File: config.mk
export PLATFORM = sky130hd
export DESIGN_NAME = sim_ioctl_loader
export DESIGN_NICKNAME = d
export VERILOG_FILES = /design/src/rtl/sim_ioctl_loader.sv
export SDC_FILE = /design/constraint.sdc
export NUM_CORES = 1
export LEC_CHECK = 0
export CORE_MARGIN = 10
export CORE_UTILIZATION = 55
export CTS_BUF_LIST = sky130_fd_sc_hd__clkbuf_4 sky130_fd_sc_hd__clkbuf_8
export DETAILED_ROUTE_END_ITERATION = 8
export GPL_TIMING_DRIVEN = 0
export PLACE_DENSITY = 0.85
export SYNTH_ARGS = -nofsm -noshare
export SYNTH_HDL_FRONTEND = slang
export SYNTH_SLANG_ARGS = --single-unit
File: constraint.sdc
create_clock -name clk_sys -period 5 [get_ports clk_sys]
set_input_delay 0.5 -clock clk_sys [delete_from_list [all_inputs] [get_ports clk_sys]]
set_output_delay 0.5 -clock clk_sys [all_outputs]
set_load 0.02 [all_outputs]
File: src/rtl/sim_ioctl_loader.sv
`default_nettype none
// ============================================================================
// sim_ioctl_loader : host byte stream to MiSTer-style ioctl download sequence
// Rev 1.0
// ============================================================================
module sim_ioctl_loader #(
  parameter int ADDR_W = 25,
  parameter int WR_GAP = 3,
  parameter int TAIL   = 2
) (
  input  logic              clk_sys,
  input  logic              reset,
  input  logic              start,
  input  logic [7:0]        index_in,
  input  logic [ADDR_W-1:0] length,
  input  logic              abort,
  input  logic              src_valid,
  input  logic [7:0]        src_data,
  output logic              src_ready,
  output logic              ioctl_download,
  output logic              ioctl_wr,
  output logic [ADDR_W-1:0] ioctl_addr,
  output logic [7:0]        ioctl_dout,
  output logic [7:0]        ioctl_index,
  input  logic              ioctl_wait,
  output logic              busy,
  output logic              done,
  output logic              aborted
);

  localparam logic [2:0] S_IDLE  = 3'd0;
  localparam logic [2:0] S_FETCH = 3'd1;
  localparam logic [2:0] S_WRITE = 3'd2;
  localparam logic [2:0] S_GAP   = 3'd3;
  localparam logic [2:0] S_TAIL  = 3'd4;
  localparam logic [2:0] S_DONE  = 3'd5;
  localparam logic [2:0] S_ABORT = 3'd6;

  // One shared counter serves both the post-write gap and the tail window.
  localparam int CNT_MAX = (WR_GAP > TAIL) ? WR_GAP : TAIL;
  localparam int CNT_W   = (CNT_MAX < 2) ? 1 : $clog2(CNT_MAX);
  localparam logic [CNT_W-1:0] GAP_LAST  = CNT_W'((WR_GAP > 0) ? WR_GAP - 1 : 0);
  localparam logic [CNT_W-1:0] TAIL_LAST = CNT_W'(TAIL - 1);

  logic [2:0]        state_q, state_d;
  logic [CNT_W-1:0]  cnt_q, cnt_d;
  logic [ADDR_W-1:0] rem_q, rem_d;
  logic [ADDR_W-1:0] addr_q, addr_d;
  logic [ADDR_W-1:0] ioctl_addr_q, ioctl_addr_d;
  logic [7:0]        ioctl_dout_q, ioctl_dout_d;
  logic [7:0]        ioctl_index_q, ioctl_index_d;

  // Abort suppresses the handshake so no source byte is consumed and lost.
  assign src_ready      = (state_q == S_FETCH) && !ioctl_wait && !abort;
  assign ioctl_download = (state_q == S_FETCH) || (state_q == S_WRITE) ||
                          (state_q == S_GAP)   || (state_q == S_TAIL);
  assign ioctl_wr       = (state_q == S_WRITE);
  assign ioctl_addr     = ioctl_addr_q;
  assign ioctl_dout     = ioctl_dout_q;
  assign ioctl_index    = ioctl_index_q;
  assign busy           = (state_q != S_IDLE);
  assign done           = (state_q == S_DONE);
  assign aborted        = (state_q == S_ABORT);

  always_comb begin
    state_d       = state_q;
    cnt_d         = cnt_q;
    rem_d         = rem_q;
    addr_d        = addr_q;
    ioctl_addr_d  = ioctl_addr_q;
    ioctl_dout_d  = ioctl_dout_q;
    ioctl_index_d = ioctl_index_q;

    case (state_q)
      S_IDLE: begin
        if (start) begin
          ioctl_index_d = index_in;
          rem_d         = length;
          addr_d        = '0;
          ioctl_addr_d  = '0;
          cnt_d         = '0;
          state_d       = (length == '0) ? S_TAIL : S_FETCH;
        end
      end

      S_FETCH: begin
        if (abort) begin
          state_d = S_ABORT;
        end else if (src_valid && src_ready) begin
          ioctl_dout_d = src_data;
          ioctl_addr_d = addr_q;
          state_d      = S_WRITE;
        end
      end

      S_WRITE: begin
        addr_d = addr_q + ADDR_W'(1);
        rem_d  = rem_q - ADDR_W'(1);
        cnt_d  = '0;
        if (abort) begin
          state_d = S_ABORT;
        end else if (WR_GAP > 0) begin
          state_d = S_GAP;
        end else if (rem_q == ADDR_W'(1)) begin
          state_d = S_TAIL;
        end else begin
          state_d = S_FETCH;
        end
      end

      S_GAP: begin
        if (abort) begin
          state_d = S_ABORT;
        end else if (cnt_q == GAP_LAST) begin
          cnt_d   = '0;
          state_d = (rem_q == '0) ? S_TAIL : S_FETCH;
        end else begin
          cnt_d = cnt_q + CNT_W'(1);
        end
      end

      S_TAIL: begin
        if (abort) begin
          state_d = S_ABORT;
        end else if (cnt_q == TAIL_LAST) begin
          cnt_d   = '0;
          state_d = S_DONE;
        end else begin
          cnt_d = cnt_q + CNT_W'(1);
        end
      end

      S_DONE:  state_d = S_IDLE;
      S_ABORT: state_d = S_IDLE;
      default: state_d = S_IDLE;
    endcase
  end

  always_ff @(posedge clk_sys) begin
    if (reset) begin
      state_q       <= S_IDLE;
      cnt_q         <= '0;
      rem_q         <= '0;
      addr_q        <= '0;
      ioctl_addr_q  <= '0;
      ioctl_dout_q  <= '0;
      ioctl_index_q <= '0;
    end else begin
      state_q       <= state_d;
      cnt_q         <= cnt_d;
      rem_q         <= rem_d;
      addr_q        <= addr_d;
      ioctl_addr_q  <= ioctl_addr_d;
      ioctl_dout_q  <= ioctl_dout_d;
      ioctl_index_q <= ioctl_index_d;
    end
  end

endmodule
`default_nettype wire

==> run_results.csv <==
group,metric,value,unit
outcome,status,"complete, no violations",
logic_synthesis,synthesis.area,4460,um2
layout,drive_above_1_share,5.18,%
grt,grtUsageTotal,21.7,%
logic_synthesis,synth.distinct_cells,53,
layout,num_antenna_cells,0,
drt,vias,4636,
sta,fin_skew,0.0117,ns
logic_synthesis,synth_area_leaders,"dfxtp_1, a21oi_1, nor2_1",
worst_setup_path,critPathMaxFanout,10,
sta,min_period,3.37,ns
placed_design,io_buffers,91,
worst_setup_path,cp.required,4.50,ns
layout,finish.utilization,72.8,%
drt,viasPerCell,6.12,
sta,worst_pin_slew,0.975,ns
logic_synthesis,synth_most_common_cell,"dfxtp_1",
logic_synthesis,synth_fp_nets,598,
job,maxCapViolations,0,
worst_setup_path,critPathLaunchType,"flop",
clocking,cts_tree,"yes",
power_and_ir_drop,p_seq_share,39.2,%
grt,busiest_layer,"met2",
floorplanning,core,7810,um2
clocking,clkLatencyLatePin,0.37,ns
sta,hold_viol,0,
drt,antenna_left,0,
clocking,cts-htree-levels,3,
placed_design,hpwl,9.69,mm
logic_synthesis,syn_area_per_cell,8.12,um2
grt,grt_overflow,0,
hold_path,hold_depth,2,
grt,grt_max_degree,19,
clocking,cts_setup_buffers,0,
floorplanning,chipHeight,110,um
sta,slew_viol_final,0,
clocking,cts_buffers,9,
worst_setup_path,arrival,2.87,ns
worst_setup_path,path_class,"reg2out",
placed_design,placed_cell_area,5500,um2
clocking,clk_path_buf_depth,2,
grt,antenna_found_initial,0,
worst_setup_path,crit_chain,"clkbuf_1 > or3b_2 > clkbuf_1 > inv_2 > clkbuf_1 > clkdlybuf4s50_1",
hold_path,min_path_type,"reg2reg",
sta,rsz0062_at_grt,"false",
logic_synthesis,synth_edf_count,0,
sta,fin_crit_sh,67.4,%
drt,routed_wl,13.3,mm
power_and_ir_drop,combPwrFrac,40.2,%
logic_synthesis,syn_inst,549,
drt,first_iter_violations,318,
power_and_ir_drop,clkPwrFrac,20.6,%
floorplanning,start_util,57.1,%
drt,route.detailed.drc,0,
grt,met2_usage,36.1,%
power_and_ir_drop,p_int,1410,uW
sta,relSlewSlack,34.5,%
logic_synthesis,yosys.area.top_type,"dfxtp_1",
worst_setup_path,ff2ff_path_depth,9,
drt,wl_per_cell,17.5,um
clocking,clock_sinks,96,
clocking,cts_root_buf,"clkbuf_8",
logic_synthesis,synth_top_area_share,43.1,%
grt,grt_pass1_wl,21.4,mm
layout,nFillCells,622,
drt,firstDrtPassIters,6,
clocking,clk_pin_slew_worst_paths,0.10,ns
grt,grt_pass1_vias,4293,
logic_synthesis,ys_ff_latch,96,
logic_synthesis,ys_seq_area_share,43.1,%
floorplanning,io_pins,94,
logic_synthesis,synth_commonest_cells,"dfxtp_1, nor2_1, a21oi_1, nand2_1, clkbuf_1",
layout,nets,700,
sta,max_freq,297,MHz
floorplanning,dieArea,12100,um2
sta,setup_tns,0,ns
layout,design_area,5680,um2
worst_setup_path,cp.depth,6,
grt,grt.met3_usage,5.57,%
power_and_ir_drop,swShare,40.4,%
worst_setup_path,crit_path_frequent_cell,"clkbuf_1",
worst_setup_path,cp-end-kind,"output port",
placed_design,gp_congestion,0.917,
power_and_ir_drop,powerDensity,416,nW/um2
sta,setup_viol,0,
logic_synthesis,yosys_warnings,0,
power_and_ir_drop,p_sw,955,uW
clocking,cts_resized,0,
worst_setup_path,crit_slowest_cell,"clkdlybuf4s50_1",
floorplanning,die_w,110,um
logic_synthesis,async_flop_share,0,%
power_and_ir_drop,p_leak,0.00186,uW
worst_setup_path,cpLargestDelayFamily,"buffers and inverters",
grt,met1_usage,26.9,%
floorplanning,fp-row-count,32,
worst_setup_path,critPathBufInv,5,
layout,area.growth.synth_to_final,27.4,%
logic_synthesis,synth-main-ff-cell,"dfxtp_1",
power_and_ir_drop,irDropWorstVdd,230,uV
clocking,cts_hold_buf,0,
worst_setup_path,slowest_delay,0.71,ns
## logic make-up (layout without fill, tap and decap cells)
| family | count (synthesis) | count (layout) | share of synthesized area (%) |
|---|---|---|---|
| simple gates | 223 | 223 | 25.4 |
| compound gates | 166 | 166 | 23.8 |
| flops | 96 | 96 | 43.1 |
| buf+inv | 51 | 158 | 4.63 |
| mux | 11 | 11 | 2.52 |
| fa+ha+maj | 2 | 2 | 0.561 |
## stage by stage
| step | hold slack (ns) | setup WS [ns] | total power [uW] | instances |
|---|---|---|---|---|
| finish | 0.458 | 1.63 | 2360 | 758 |
| global route | 0.485 | 1.54 | 2490 | 758 |
| CTS | 0.463 | 1.65 | 2350 | 758 |
| detailed placement | 0.449 | 2.05 | 1870 | 742 |
| global placement | 0.442 | 2.08 | 1840 | 742 |
| floorplan | 0.445 | 2.54 | 1570 | 549 |
## layout make-up
cell class              instances  area (um2)  area share (%)
well taps                     102         128            2.25
clock buffers                   9         124            2.18
plain buffers                  40         165            2.91
multi-input cells             402        2330            41.0
repair buffers                 91         911            16.0
flip-flops and latches         96        1920            33.8
clock inverters                 7        58.8            1.04
inverters                      11        41.3           0.727
## registers in the layout (all words and copies together), names as in the netlist
name / count
ioctl_index: 8
ioctl_addr: 25
ioctl_dout: 8
rem_q: 25
state_q: 3
cnt_q: 2
addr_q: 25
## routing by layer
metal | vias to the layer above | part of all wire, %
met1 | 2185 | 42
met5 | - | 0
met3 | 29 | 7.9
li1 | 2221 | -
met4 | 0 | 1.9
met2 | 201 | 48
## power by group through the flow
stage	registers (uW)	logic [uW]	clock network (uW)
2_1_floorplan	939	628	0
3_3_place_gp	933	903	0
3_5_place_dp	939	930	0
6_report	927	949	487
5_1_grt	936	1040	519
4_1_cts	922	936	491
## tightest hold or removal path, stage by stage, from the launching register on
cell     delay, ns
dfxtp_1       0.32
nand2_1       0.05
a21oi_1       0.05
## placed cells by master, fill, tap and decap left out, drive strengths merged, types with 2 or more instances in the layout
master         synthesis  final
dfxtp                 96     96
clkdlybuf4s50          0     91
nor2                  69     69
a21oi                 61     61
nand2                 47     47
clkbuf                37     46
a22oi                 25     25
or3                   21     21
nand3                 20     20
o211ai                20     20
o21ai                 19     19
inv                   11     16
a31oi                 14     14
nor3                  11     11
mux2i                  9      9
nand4                  8      8
o2bb2a                 7      7
nor4                   7      7
nor2b                  6      6
or4b                   4      4
nand4b                 4      4
or2                    4      4
or4                    4      4
o311ai                 3      3
nand2b                 3      3
nor3b                  3      3
and2                   3      3
buf                    3      3
or3b                   2      2
and3b                  2      2
o31a                   2      2
nor4b                  2      2
a211oi                 2      2
o31ai                  2      2
o41ai                  2      2
mux2                   2      2
ha                     2      2
## worst paths after layout
path	startpoint	end	slack, ns
hold reg to reg	ioctl_index[7]	ioctl_index[7]	0.46
hold / removal	ioctl_index[7]	ioctl_index[7]	0.46
setup / recovery	state_q[0]	ioctl_wr	1.63
setup reg to reg	state_q[0]	rem_q[21]	2.21
Power figures use the tool's default switching activity.
